`src/rtl/bldc_commutator.sv`:
```
// bldc_commutator: six-step BLDC commutation with hall filtering, reversal dead time, hall fault latch and step counter
module bldc_commutator #(
    parameter int DUTY_CYCLE_WIDTH    = 10,
    parameter int HALL_FILTER_CYCLES  = 8,
    parameter int REVERSE_DEAD_CYCLES = 256,
    parameter int HALL_FAULT_CYCLES   = 1024
) (
    input  logic                        clock,
    input  logic                        reset_n,
    input  logic                        enable,
    input  logic [2:0]                  hall,
    input  logic [DUTY_CYCLE_WIDTH:0]   duty_cmd,
    input  logic                        fault_clear,
    output logic [DUTY_CYCLE_WIDTH-1:0] duty_a,
    output logic [DUTY_CYCLE_WIDTH-1:0] duty_b,
    output logic [DUTY_CYCLE_WIDTH-1:0] duty_c,
    output logic                        high_z_a,
    output logic                        high_z_b,
    output logic                        high_z_c,
    output logic                        fault,
    output logic [15:0]                 hall_count
);
    localparam int W   = DUTY_CYCLE_WIDTH;
    localparam int FCW = $clog2(HALL_FAULT_CYCLES + 1);

    typedef enum logic [1:0] {IDLE, RUN, DEAD, FLT} state_t;

    function automatic logic [2:0] fwd_next(input logic [2:0] h);
        return h == 3'd1 ? 3'd3 : h == 3'd3 ? 3'd2 : h == 3'd2 ? 3'd6 :
               h == 3'd6 ? 3'd4 : h == 3'd4 ? 3'd5 : h == 3'd5 ? 3'd1 : 3'd0;
    endfunction

    state_t           state_q, state_d;
    logic             dir_q, dir_d;
    logic [2:0]       sync1_q, sync2_q, cand_q, filt_q, filt_d;
    logic [7:0]       run_q, run_d;
    logic [15:0]      dead_q, dead_d, count_q, count_d;
    logic [FCW-1:0]   fc_q, fc_d;
    logic [W-1:0]     da_q, db_q, dc_q, da_d, db_d, dc_d, mag;
    logic [W:0]       abs_v;
    logic [2:0]       hz_q, hz_d, pos_f, neg_f, hi, lo;
    logic             fault_q, fault_d, sign, hall_bad, drive, step_fwd, step_rev;

    always_comb begin
        run_d    = sync2_q != cand_q ? 8'd1 : run_q == 8'(HALL_FILTER_CYCLES) ? run_q : run_q + 8'd1;
        filt_d   = run_d == 8'(HALL_FILTER_CYCLES) ? sync2_q : filt_q;
        // fwd_next returns 0 only for invalid codes, so a nonzero match implies both ends are valid
        step_fwd = fwd_next(filt_q) == filt_d && filt_d != 3'd0;
        step_rev = fwd_next(filt_d) == filt_q && filt_q != 3'd0;
        count_d  = count_q + (step_fwd ? 16'd1 : step_rev ? 16'hFFFF : 16'd0);
        sign     = duty_cmd[W];
        abs_v    = sign ? -duty_cmd : duty_cmd;
        mag      = abs_v[W] ? '1 : abs_v[W-1:0];
        hall_bad = filt_q == 3'd0 || filt_q == 3'd7;
    end

    always_comb begin
        state_d = state_q;
        dir_d   = dir_q;
        dead_d  = dead_q;
        fc_d    = '0;
        case (state_q)
            IDLE: if (enable && mag != '0) begin
                state_d = RUN;
                dir_d   = sign;
            end
            RUN: begin
                fc_d = hall_bad ? fc_q + FCW'(1) : '0;
                if (hall_bad && fc_q == FCW'(HALL_FAULT_CYCLES - 1))
                    state_d = FLT;
                else if (!enable || mag == '0)
                    state_d = IDLE;
                else if (sign != dir_q) begin
                    state_d = DEAD;
                    dead_d  = '0;
                end
            end
            DEAD: if (!enable)
                state_d = IDLE;
            else if (dead_q == 16'(REVERSE_DEAD_CYCLES - 1)) begin
                state_d = RUN;
                dir_d   = sign;
            end else
                dead_d = dead_q + 16'd1;
            default: if (fault_clear && !enable) state_d = IDLE;
        endcase
    end

    always_comb begin
        pos_f   = filt_q == 3'd1 || filt_q == 3'd3 ? 3'b001 :
                  filt_q == 3'd2 || filt_q == 3'd6 ? 3'b010 :
                  filt_q == 3'd4 || filt_q == 3'd5 ? 3'b100 : 3'b000;
        neg_f   = filt_q == 3'd6 || filt_q == 3'd4 ? 3'b001 :
                  filt_q == 3'd1 || filt_q == 3'd5 ? 3'b010 :
                  filt_q == 3'd3 || filt_q == 3'd2 ? 3'b100 : 3'b000;
        hi      = dir_d ? neg_f : pos_f;
        lo      = dir_d ? pos_f : neg_f;
        drive   = state_d == RUN && !hall_bad;
        hz_d    = drive ? ~(hi | lo) : 3'b111;
        da_d    = drive && hi[0] ? mag : '0;
        db_d    = drive && hi[1] ? mag : '0;
        dc_d    = drive && hi[2] ? mag : '0;
        fault_d = state_d == FLT;
    end

    always_ff @(posedge clock) begin
        if (!reset_n) begin
            state_q <= IDLE;
            dir_q   <= 1'b0;
            sync1_q <= '0;
            sync2_q <= '0;
            cand_q  <= '0;
            filt_q  <= '0;
            run_q   <= '0;
            dead_q  <= '0;
            fc_q    <= '0;
            count_q <= '0;
            hz_q    <= 3'b111;
            da_q    <= '0;
            db_q    <= '0;
            dc_q    <= '0;
            fault_q <= 1'b0;
        end else begin
            state_q <= state_d;
            dir_q   <= dir_d;
            sync1_q <= hall;
            sync2_q <= sync1_q;
            cand_q  <= sync2_q;
            filt_q  <= filt_d;
            run_q   <= run_d;
            dead_q  <= dead_d;
            fc_q    <= fc_d;
            count_q <= count_d;
            hz_q    <= hz_d;
            da_q    <= da_d;
            db_q    <= db_d;
            dc_q    <= dc_d;
            fault_q <= fault_d;
        end
    end

    assign duty_a     = da_q;
    assign duty_b     = db_q;
    assign duty_c     = dc_q;
    assign high_z_a   = hz_q[0];
    assign high_z_b   = hz_q[1];
    assign high_z_c   = hz_q[2];
    assign fault      = fault_q;
    assign hall_count = count_q;
endmodule
```
`config.mk`:
```
export PLATFORM = sky130hd
export DESIGN_NAME = bldc_commutator
export DESIGN_NICKNAME = d
export VERILOG_FILES = /design/src/rtl/bldc_commutator.sv
export SDC_FILE = /design/constraint.sdc
export NUM_CORES = 1
export LEC_CHECK = 0
export ABC_AREA = 1
export CAP_MARGIN = 20
export CORE_AREA = 2 2 138 73
export DETAILED_ROUTE_END_ITERATION = 8
export DIE_AREA = 0 0 140 75
export PLACE_DENSITY_LB_ADDON = 0.25
export SLEW_MARGIN = 20
export SYNTH_ARGS = -nofsm -noshare
export SYNTH_HDL_FRONTEND = slang
export SYNTH_SLANG_ARGS = --single-unit
```
`constraint.sdc`:
```
create_clock -name clock -period 4.63 [get_ports clock]
set_input_delay 1.1575 -clock clock [delete_from_list [all_inputs] [get_ports clock]]
set_output_delay 1.1575 -clock clock [all_outputs]
set_load 0.01 [all_outputs]
```
* After elaboration in Yosys (flattened, before gate mapping)
Cells that the tools add are included.
** Storage, ports and cells
- Flip-flop bits (word level) :: 100
- Word-level logic and storage cells :: 129
- Input port bits :: 18
- Output and inout bits :: 50
** Cells by class
- Add/sub/neg operators :: 5
- Reduce and logical (&&, ||, !) cells :: 32
- Muxes and demuxes :: 45
- Bitwise gates (word level) :: 2
- Equal/unequal tests :: 30
** Operators with widths (number)
- 16-bit two-way mux :: 7
- 3-bit two-way mux :: 19
- 16-bit one-hot mux with 2 select lines :: 1
- 3-bit == test (second input constant) :: 7
- 16-bit by 1-bit adder with 16-bit output (second input constant) :: 1
- 16-bit adder :: 1
- 16-bit by 8-bit == test with 1-bit output (second input constant) :: 1
- 8-bit by 4-bit == test with 1-bit output (second input constant) :: 2
- 8-bit two-way mux :: 2
- 2-bit two-way mux :: 7
- 3-bit by 2-bit == test with 1-bit output (second input constant) :: 4
- 11-bit by 1-bit adder with 11-bit output (second input constant) :: 1
- 11-bit by 10-bit == test with 1-bit output (second input constant) :: 1
- 11-bit two-way mux :: 1
- 11-bit negation :: 1
- 10-bit logical NOT :: 1
- 10-bit two-way mux :: 1
- 2-bit != test (second input constant) :: 5
- 10-bit nonzero test :: 1
- 1-bit logical AND :: 9
- 8-bit by 1-bit adder with 8-bit output (second input constant) :: 1
- 1-bit logical OR :: 8
- 2-bit AND reduction :: 4
- 3-bit by 1-bit == test with 1-bit output (second input constant) :: 2
- 17 further kinds :: 26

* Logic depth before layout (Yosys ltp)
Gate-level depths: netlist of run 1.
- Word-level depth :: 17
- Depth in mapped cells :: 37

* Worst setup path before layout of run 1
No wires, ideal clock.
- Kind :: reg2reg
- From :: register run_q[0]
- To :: register count_q[12] (netlist: hall_count[12])
- Cell stages (with the launch flop) :: 36
- Buffers on the path :: 0
- Slack :: 938 ps
- Library setup time :: 113 ps
- Clock period less this slack :: 3692 ps
- Arrival :: 3579 ps
- Cell sequence :: dfxtp_1 inv_1 ha_1 nand3_1 nor2_1 nand2_1 nand2_1 nand2_1 nand2_1 nor2_1 nand2_1 nand2_1 nand2_2 nand2_1 nand2_1 nand2_1 nand2_1 inv_2 nand3_2 inv_1 ha_1 inv_1 nor2_1 o21ai_0 nand2_1 a21o_1 a21oi_1 nor2_1 nor2_1 o21bai_1 nand2_1 nand2_1 nand3_1 nand2_1 nor2_1 nor2_1
** On the way
- Cells in the longest elaborated chain, start to end :: 17
- Elaborated cells between the ends (all ways) :: 26
** RTL lines
- from (decl) :: RTL line 36 : logic [7:0] run_q, run_d;
- from (signal assigned) :: RTL line 130 : run_q <= run_d;
- 8-bit by 1-bit adder with 8-bit output / 8-bit by 4-bit == test with 1-bit output (equally long branches) :: RTL line 45 : run_d = sync2_q != cand_q ? 8'd1 : run_q == 8'(HALL_FILTER_CYCLES) ? run_q : run_q + 8'd1;
- 8-bit two-way mux * (2 in a row) :: RTL line 45
- 8-bit by 4-bit == test with 1-bit output * :: RTL line 46 : filt_d = run_d == 8'(HALL_FILTER_CYCLES) ? sync2_q : filt_q;
- 3-bit two-way mux * :: RTL line 46
- 3-bit == test :: RTL line 30 : h == 3'd6 ? 3'd4 : h == 3'd4 ? 3'd5 : h == 3'd5 ? 3'd1 : 3'd0;
- 1-bit two-way mux :: RTL line 30
- 3-bit two-way mux (2 in a row) :: RTL line 30
- 3-bit two-way mux (3 in a row) :: RTL line 29 : return h == 3'd1 ? 3'd3 : h == 3'd3 ? 3'd2 : h == 3'd2 ? 3'd6 :
- 3-bit == test :: RTL line 49 : step_rev = fwd_next(filt_d) == filt_q && filt_q != 3'd0;
- 1-bit logical AND :: RTL line 49
- 16-bit two-way mux :: RTL line 50 : count_d = count_q + (step_fwd ? 16'd1 : step_rev ? 16'hFFFF : 16'd0);
- 16-bit two-way mux * :: RTL line 50
- 16-bit adder * :: RTL line 50
- to (signal assigned) :: RTL line 133 : count_q <= count_d;
- to (decl) :: RTL line 37 : logic [15:0] dead_q, dead_d, count_q, count_d;
Mark *: on every way between the ends. The rest lies on a longest branch, timed or not.
A chain may end at the register's enable or synchronous reset.

* Final worst setup path of run 1
Same ends and word-level chain as after synthesis.

==> results of run 1 <==
[cells in the final DEF (no fill, tap or decap), types with 5 or more instances in the layout]
cell,synthesis,routed
nor2_1,118,115
nand3_2,3,5
ha_1,22,21
nor3_1,11,11
nand3_1,41,38
nand4_1,9,9
nand2_2,6,9
inv_1,82,81
o21ai_0,25,25
buf_4,2,9
a21oi_1,41,41
clkbuf_16,0,9
clkdlybuf4s50_1,0,67
xor2_1,16,16
xnor2_1,7,6
nand2_1,151,146
dfxtp_1,100,97
[worst max-delay path by stage]
stage | startpoint | endpoint | slack, ps | cells past startpoint
floorplan | run_q[0] | hall_count[12] | 940 | 35
global placement | run_q[0] | hall_count[12] | 530 | 35
detailed placement | run_q[0] | hall_count[12] | 240 | 35
CTS | run_q[0] | hall_count[12] | 140 | 35
global route | run_q[1] | hall_count[12] | -30 | 35
finish | run_q[0] | hall_count[12] | 340 | 35
[power groups by stage]
stage	Sequential, µW	Combinational, µW	Clock, µW
finish	877	129	831
global route	878	145	882
CTS	876	126	839
detailed placement	896	124	0
global placement	896	121	0
floorplan	895	84.9	0
[sequential cells by signal, summed over array words and instances (netlist names), 8 cells and up]
name,flops
duty_b,10
dead_q,16
duty_c,10
run_q,8
hall_count,16
duty_a,10
fc_q,11
[worst min-delay path: stages, from the launching register on]
cell	delay [ps]
dfxtp_1	300
nand2_1	40
inv_1	40
[layout make-up]
class,instances,area (µm²)
Timing Repair Buffer,76,738
Clock buffer,9,225
Timing Repair inverter,1,5.00
Multi-Input combinational cell,500,2720
Fill cell,742,2940
Inverter,88,335
Sequential cell,100,2010
Clock inverter,7,103
Tap cell,121,151
[kinds of logic after synthesis]
logic type,Yosys count,synth area share (%)
AND/OR/NAND/NOR,367,33.2
adder cells (fa/ha/maj),23,5.90
buffers and inverters,96,7.40
XOR/XNOR,23,4.02
AO/OA/AOI/OAI,87,9.52
flip-flops,100,40.0
[per-stage QoR]
step	setup WS [ps]	setup TNS, ps	hold WS (ps)	cells
floorplan	938	0	390	696
global placement	528	0	394	879
detailed placement	238	0	400	879
CTS	141	0	415	895
global route	-26.5	-26.5	448	902
finish	343	0	415	902
[per-layer routing]
metal | wire length [µm] | vias to the layer above | part of all wire (%) | global-route usage, %
li1 | - | 2397 | - | -
met3 | 842 | 24 | 7.0 | 6.62
met2 | 5090 | 167 | 42 | 36.2
met4 | 172 | 0 | 1.4 | 6.17
met1 | 6010 | 2104 | 50 | 32.8
met5 | 0 | - | 0 | 0
[repair_timing]
action                     4_1_cts  5_1_grt
gates resized for setup          0       26
setup buffers                    0        6
setup endpoints to repair        0        8
==> impl_metrics.tcl, run 1 <==
set metrics [dict create \
    utilization_pct 68.1 \
    synth_top_area_cell "dfxtp_1" \
    die_w_um 140 \
    syn_inst 696 \
    holdPathEnd "sync2_q[2]" \
    dr.pass1.iters 7 \
    status "finished with violations" \
    dpl_cell_area_um2 5810 \
    cts_max_level 3 \
    portBuffers 67 \
    cp_slowest_cell "dfxtp_2" \
    synthesis.area_um2 5010 \
    grt.total_usage_pct 23.4 \
    clock_skew_ps 7.12 \
    rows 25 \
    crit_buf_inv 2 \
    vias_per_cell 5.20 \
    r2r-start "run_q[0]" \
    finalHoldViolCount 0 \
    p_leak_uw 0.00276 \
    via_count 4692 \
    yosysMostFrequentCell "nand2_1" \
    slew_headroom_pct 43.5 \
    p_total_uw 1840 \
    cp.required_ps 4880 \
    die-area_um2 10500 \
    worstSetupPathType "reg -> reg" \
    cp_top_family "simple AND/OR/NAND/NOR gates" \
    ys.warnings.count 0 \
    setup_viol 0 \
    cts_buffers 9 \
    combinationalPowerShare_pct 7.0 \
    cp-end-kind "flip-flop" \
    violations "design-rule violations" \
    clockPowerShare_pct 45.2 \
    hpwl_um 8910 \
    antenna_cells 0 \
    cts_tree "built" \
    fp.dieH_um 75 \
    min_period_over_period_pct 92.6 \
    power.share.sequential_pct 47.7 \
    power_density_nw_per_um2 292 \
    yosys.area.top_type_share_pct 40.0 \
    cp_max_fo 6 \
    fmax_mhz 233 \
    area_growth_pct 25.5 \
    worstHoldStart "sync1_q[2]" \
    p_sw_share_pct 24.0 \
    grt_start_max_net_pins 27 \
    antenna_found_initial 0 \
    root_buffer "clkbuf_16" \
    syn_nets 737 \
    clk_latency_ps 350 \
    grt_pass1_vias 4234 \
    overflow 0 \
    initial_utilization_pct 54.3 \
    cts_sinks 100 \
    postSynthAreaPerCell_um2 7.19 \
    yosys-top-cells-count "nand2_1 (151), nor2_1 (118), dfxtp_1 (100)" \
    synth-seq-cells 100 \
    ys.flop_type "dfxtp_1" \
    synth-edff-count 0 \
    synth_seq_area_share_pct 40.0 \
    hold_path.class "reg -> reg" \
    cp_slowest_stage_delay_ps 360 \
    synthArstFlopShare_pct 0 \
    wl_per_cell_um 13.4 \
    gp_congestion 1.00 \
    p_int_uw 1400 \
    reg2reg_depth 35 \
    grt_pass1_wl_um 19600 \
    crit_top_cell "nand2_1" \
    peakVddDrop_v 0.000218 \
    power_switching_uw 441 \
    tightest_slew_ps 842 \
    drt_iter0_markers 317 \
    worstSetupStartpointType "flip-flop" \
    drt_wl_total_um 12100 \
    arrival_ps 4540 \
    ys_types 47 \
    drc 7 \
    min_path_cells 2 \
    nNetsFinal 817 \
    r2r_end "hall_count[12]" \
    path_clk_slew_ps 70 \
    hold_buffers 0 \
    ant_nets 0 \
    synthTopCellsByArea "dfxtp_1 (40%), nand2_1 (11%), nor2_1 (8.8%)" \
    ios 68 \
    post-route-min-period_ps 4290 \
    clockBufferDepth 2 \
    drv_slew 0 \
    final_cell_area_um2 6280 \
    max_cap_viol_count 0 \
    drive_above_1_share_pct 10.1 \
    r2r_slack_ps 340 \
    coreArea_um2 9230 \
]
Power figures use the tool's default switching activity.
==> run 2, diff against run 1 <==
--- a/config.mk
+++ b/config.mk
@@ -7,9 +7,11 @@
 export LEC_CHECK = 0
 export ABC_AREA = 1
 export CAP_MARGIN = 20
-export CORE_AREA = 2 2 138 73
+export CELL_PAD_IN_SITES_DETAIL_PLACEMENT = 1
+export CELL_PAD_IN_SITES_GLOBAL_PLACEMENT = 2
+export CORE_AREA = 2 2 183 95
 export DETAILED_ROUTE_END_ITERATION = 8
-export DIE_AREA = 0 0 140 75
+export DIE_AREA = 0 0 185 97
 export PLACE_DENSITY_LB_ADDON = 0.25
 export SLEW_MARGIN = 20
 export SYNTH_ARGS = -nofsm -noshare
==> run 2 against run 1 <==
Net effect:
- the flow now finishes without violations
- core utilization is 29 points lower
- cell count is 12% higher
- combinational power is 5% higher
- hold slack worse by 2.4 ps
- clock skew is 6.3 ps higher
- sequential share of layout area is 0.40 points lower
- first-iteration DRC count is 57% lower
- fmax is 3.3% higher
- largest cell class unchanged
==> impl_metrics.tcl, run 2 (synthesis results as in run 1) <==
set metrics [dict create \
    crit_top_cell "nand2_1" \
    dr.pass1.iters 4 \
    cts_tree "built" \
    slew_headroom_pct 62.6 \
    via_count 4593 \
    hold_path.class "reg -> reg" \
    path_clk_slew_ps 70 \
    grt_start_max_net_pins 22 \
    p_sw_share_pct 23.9 \
    clk_latency_ps 350 \
    layout_setup_ws_ps 481 \
    fmax_mhz 241 \
    final_common_cell "nand2_1" \
    drive_above_1_share_pct 8.60 \
    min_period_over_period_pct 89.6 \
    drv_slew 0 \
    power_switching_uw 443 \
    arrival_ps 4400 \
    antenna_cells 0 \
    grt_pass1_wl_um 22400 \
    vias_per_cell 4.57 \
    hpwl_um 10400 \
    grt_pass1_vias 4633 \
    p_int_uw 1410 \
    coreArea_um2 16200 \
    worstSetupPathType "reg -> reg" \
    whs_ps 413 \
    post-route-min-period_ps 4150 \
    initial_utilization_pct 30.9 \
    combinationalPowerShare_pct 7.3 \
    rows 33 \
    cp-end-kind "flip-flop" \
    gp_congestion 0.786 \
    nNetsFinal 815 \
    layout_common_cells "nand2_1 (151), nor2_1 (116), dfxtp_1 (98), inv_1 (81), clkdlybuf4s50_1 (67)" \
    drt_wl_total_um 13500 \
    die_w_um 185 \
    peakVddDrop_v 0.000163 \
    finalHoldViolCount 0 \
    overflow 0 \
    portBuffers 67 \
    fp.dieH_um 97 \
    power_density_nw_per_um2 291 \
    cp_top_family "simple AND/OR/NAND/NOR gates" \
    crit_buf_inv 2 \
    cts_max_level 3 \
    worstSetupStartpointType "flip-flop" \
    antenna_found_initial 0 \
    status "finished, final reports clean" \
    die-area_um2 17900 \
    root_buffer "clkbuf_16" \
    power.share.sequential_pct 47.4 \
    cts_buffers 9 \
    grt.total_usage_pct 15.5 \
    clockBufferDepth 2 \
    dp_slack_ps 388 \
    setup_viol 0 \
    ant_nets 0 \
    tightest_slew_ps 557 \
    max_cap_viol_count 0 \
    cp_max_fo 5 \
    drt_iter0_markers 136 \
    clock_skew_ps 13.4 \
    dp_cells 989 \
    clockPowerShare_pct 45.4 \
    area_growth_pct 27.0 \
    drc 0 \
    cp_slowest_cell "fa_2" \
    final_cells 1006 \
    ios 68 \
    tns_ps 0 \
    cp.required_ps 4880 \
    p_leak_uw 0.00274 \
    cts_sinks 100 \
    wl_per_cell_um 13.4 \
    cp_slowest_stage_delay_ps 350 \
]
## run 2: changes by cell type in the layout (fill, tap and decap cells not counted), moves of 2 or more
| cell | delta |
|---|---|
| nand2_1 | +5 |
| nand2_2 | -3 |
| inv_6 | -2 |
| nand2_4 | -2 |
## run 2: final timing paths
check	from	end	slack, ps	cells after the start
setup / recovery	run_q[0]	hall_count[12]	480	34
hold / removal	sync1_q[2]	sync2_q[2]	410	2
setup reg to reg	run_q[0]	hall_count[12]	480	34
hold reg to reg	sync1_q[2]	sync2_q[2]	410	2
## run 2: final cells by class
| type | instances | area, µm² |
|---|---|---|
| clock buffer | 11 | 243 |
| multi-input combinational | 500 | 2680 |
| sequential | 100 | 2000 |
| inverter | 88 | 335 |
| clock inverter | 5 | 82.6 |
| fill | 2001 | 9830 |
| tap | 227 | 284 |
| timing repair buffer | 75 | 731 |
## run 2: power groups by stage
stage          registers (µW)  clock network (µW)  logic (µW)
3_5_place_dp              896                   0         134
5_1_grt                   878                 902         152
4_1_cts                   876                 865         135
3_3_place_gp              896                   0         132
2_1_floorplan             895                   0        84.9
6_report                  877                 840         135
## run 2: stage by stage
stage	power, µW	utilization [%]	area, µm²
2_1_floorplan	980	-	5010
5_1_grt	1930	39.3	6360
3_3_place_gp	1030	36.9	5970
3_5_place_dp	1030	36.9	5970
6_report	1850	39.3	6360
4_1_cts	1880	38.9	6300
## run 2: tightest hold or removal path, cell delays in order (launching register included)
cell     delay, ps
dfxtp_1        310
nand2_1         40
inv_1           40
## run 2: per-layer routing
| metal | GRT usage, % | vias up | wire length [µm] | part of all wire, % |
|---|---|---|---|---|
| li1 | - | 2379 | - | - |
| met1 | 19.7 | 2126 | 6630 | 49 |
| met2 | 25.8 | 77 | 6090 | 45 |
| met3 | 4.44 | 11 | 583 | 4.3 |
| met4 | 4.09 | 0 | 204 | 1.5 |
| met5 | 0 | - | 0 | 0 |
## run 2: repair_timing
item | 4_1_cts | 5_1_grt
resized for setup | 0 | 14
buffers inserted | 0 | 1
hold buffers | 0 | 0
endpoints found under the setup margin | 0 | 4
==> run 3, diff against run 2 <==
--- a/config.mk
+++ b/config.mk
@@ -13,6 +13,7 @@
 export DETAILED_ROUTE_END_ITERATION = 8
 export DIE_AREA = 0 0 185 97
 export PLACE_DENSITY_LB_ADDON = 0.25
+export REMOVE_ABC_BUFFERS = 1
 export SLEW_MARGIN = 20
 export SYNTH_ARGS = -nofsm -noshare
 export SYNTH_HDL_FRONTEND = slang
==> run 3 against run 2 <==
Net effect:
- count of clock-buffer cells in the layout is the same
- non-clock buffer count is the same
- register-to-register slack lost 20 ps
- cell count is the same
- global-route usage grew 0.095 points
- hold slack gained 4.1 ps
- routed wire length shrank 2.9%
- sequential share of layout area grew 0.28 points
- highest routed layer unchanged
- setup slack lost 15 ps
==> impl_metrics.tcl, run 3 (synthesis results as in run 1) <==
set metrics [dict create \
    status "finished, final reports clean" \
    worstSetupPathType "reg -> reg" \
    portBuffers 67 \
    setup_viol 0 \
    gp_congestion 0.816 \
    whs_ps 417 \
    drv_slew 0 \
    cp_max_fo 5 \
    coreArea_um2 16200 \
    slew_headroom_pct 62.9 \
    initial_utilization_pct 30.9 \
    hold_buffers 0 \
    grt_pass1_vias 4713 \
    arrival_ps 4410 \
    path_clk_slew_ps 70 \
    finalHoldViolCount 0 \
    cts_tree "built" \
    clockBufferDepth 2 \
    root_buffer "clkbuf_16" \
    grt_start_max_net_pins 21 \
    final_common_cell "nand2_1" \
    ant_nets 0 \
    peakVddDrop_v 0.000187 \
    holdPathEnd "sync2_q[1]" \
    fp.dieH_um 97 \
    p_leak_uw 0.00272 \
    cts_buffers 9 \
    hold_path.class "reg -> reg" \
    cts_max_level 3 \
    wl_per_cell_um 13.0 \
    grt.total_usage_pct 15.6 \
    cts_sinks 100 \
    utilization_pct 39.0 \
    vias_per_cell 4.53 \
    rows 33 \
    area_growth_pct 26.1 \
    drt_iter0_markers 134 \
    antenna_cells 0 \
    cp-end-kind "flip-flop" \
    overflow 0 \
    reg2reg_depth 34 \
    nNetsFinal 815 \
    ios 68 \
    cp_slowest_cell "fa_2" \
    via_count 4560 \
    clk_latency_ps 350 \
    die_w_um 185 \
    dr.pass1.iters 4 \
    die-area_um2 17900 \
    fmax_mhz 240 \
    max_cap_viol_count 0 \
    grt_setup_unrepaired "false" \
    cp.required_ps 4870 \
    min_period_over_period_pct 89.9 \
    drive_above_1_share_pct 8.60 \
    r2r-start "run_q[0]" \
    crit_top_cell "nand2_1" \
    worstHoldStart "sync1_q[1]" \
    drc 0 \
    worstSetupStartpointType "flip-flop" \
    power_density_nw_per_um2 278 \
    antenna_found_initial 0 \
    clock_skew_ps 12.1 \
    layout_common_cells "nand2_1 (150), nor2_1 (116), dfxtp_1 (96), inv_1 (81), clkdlybuf4s50_1 (67)" \
    r2r_end "hall_count[12]" \
    tightest_slew_ps 553 \
    drt_wl_total_um 13100 \
    cp_slowest_stage_delay_ps 350 \
    tns_ps 0 \
    min_path_cells 2 \
    post-route-min-period_ps 4160 \
    startpoint "run_q[0]" \
    r2r_slack_ps 470 \
    grt_pass1_wl_um 22600 \
    hpwl_um 10100 \
]
[run 3: changes by cell type in the layout (fill, tap and decap cells not counted)]
cell	previous run	this run
nand2_1	151	150
clkinv_4	0	1
nand3_2	5	3
o21ai_2	2	1
o21ai_1	5	7
bufinv_16	2	0
nand3_1	38	40
dfxtp_2	2	4
nand2_2	6	7
o21ai_0	25	24
dfxtp_1	98	96
inv_8	0	1
[run 3: metal layers]
layer	share of wire (%)	GRT usage (%)	vias up	wire length (µm)
li1	-	-	2380	-
met1	51	20.5	2117	6650
met2	45	26.1	56	5890
met3	3.8	4.07	7	492
met4	0.57	2.75	0	75
met5	0	0	-	0
[run 3: final cells by class]
class / instances / area [µm²]
flip-flops and latches: 100 / 2010
clock buffers: 11 / 243
well taps: 227 / 284
fillers: 2012 / 9870
clock inverters: 5 / 42.5
inverters: 88 / 335
repair buffers: 75 / 731
multi-input cells: 500 / 2670
[run 3: stage by stage]
stage / setup slack, ps / power, µW / instances / instance area, µm²
finish: 466 / 1750 / 1006 / 6310
floorplan: 938 / 974 / 688 / 4970
global placement: 420 / 1030 / 988 / 5970
global route: 0.268 / 1840 / 1006 / 6310
CTS: 292 / 1790 / 1004 / 6250
detailed placement: 309 / 1030 / 988 / 5970
[run 3: how the worst max path moves through the flow]
stage               slack (ps)  cells after the start             end
detailed placement         310                     37  hall_count[12]
global route               0.3                     36  hall_count[12]
floorplan                  940                     35  hall_count[12]
global placement           420                     37  hall_count[12]
finish                     470                     34  hall_count[12]
CTS                        290                     37  hall_count[12]
[run 3: where the power goes]
part,switching [µW],internal (µW),total (µW)
Clock,357,388,745
Sequential,7.66,869,877
Combinational,85.3,46.4,132
[run 3: worst max-delay path, delay by kind of cell, from the launching register on]
kind	cells	cell delay, ps
and+or+nand+nor	24	2260
AOI/OAI and AO/OA	5	670
adders and majority gates	3	660
DFF	1	340
buffers and inverters	2	150
[run 3: what timing repair did]
item,in CTS,in global routing
setup endpoints to repair,0,5
resized for setup,0,15
buffers inserted,0,2
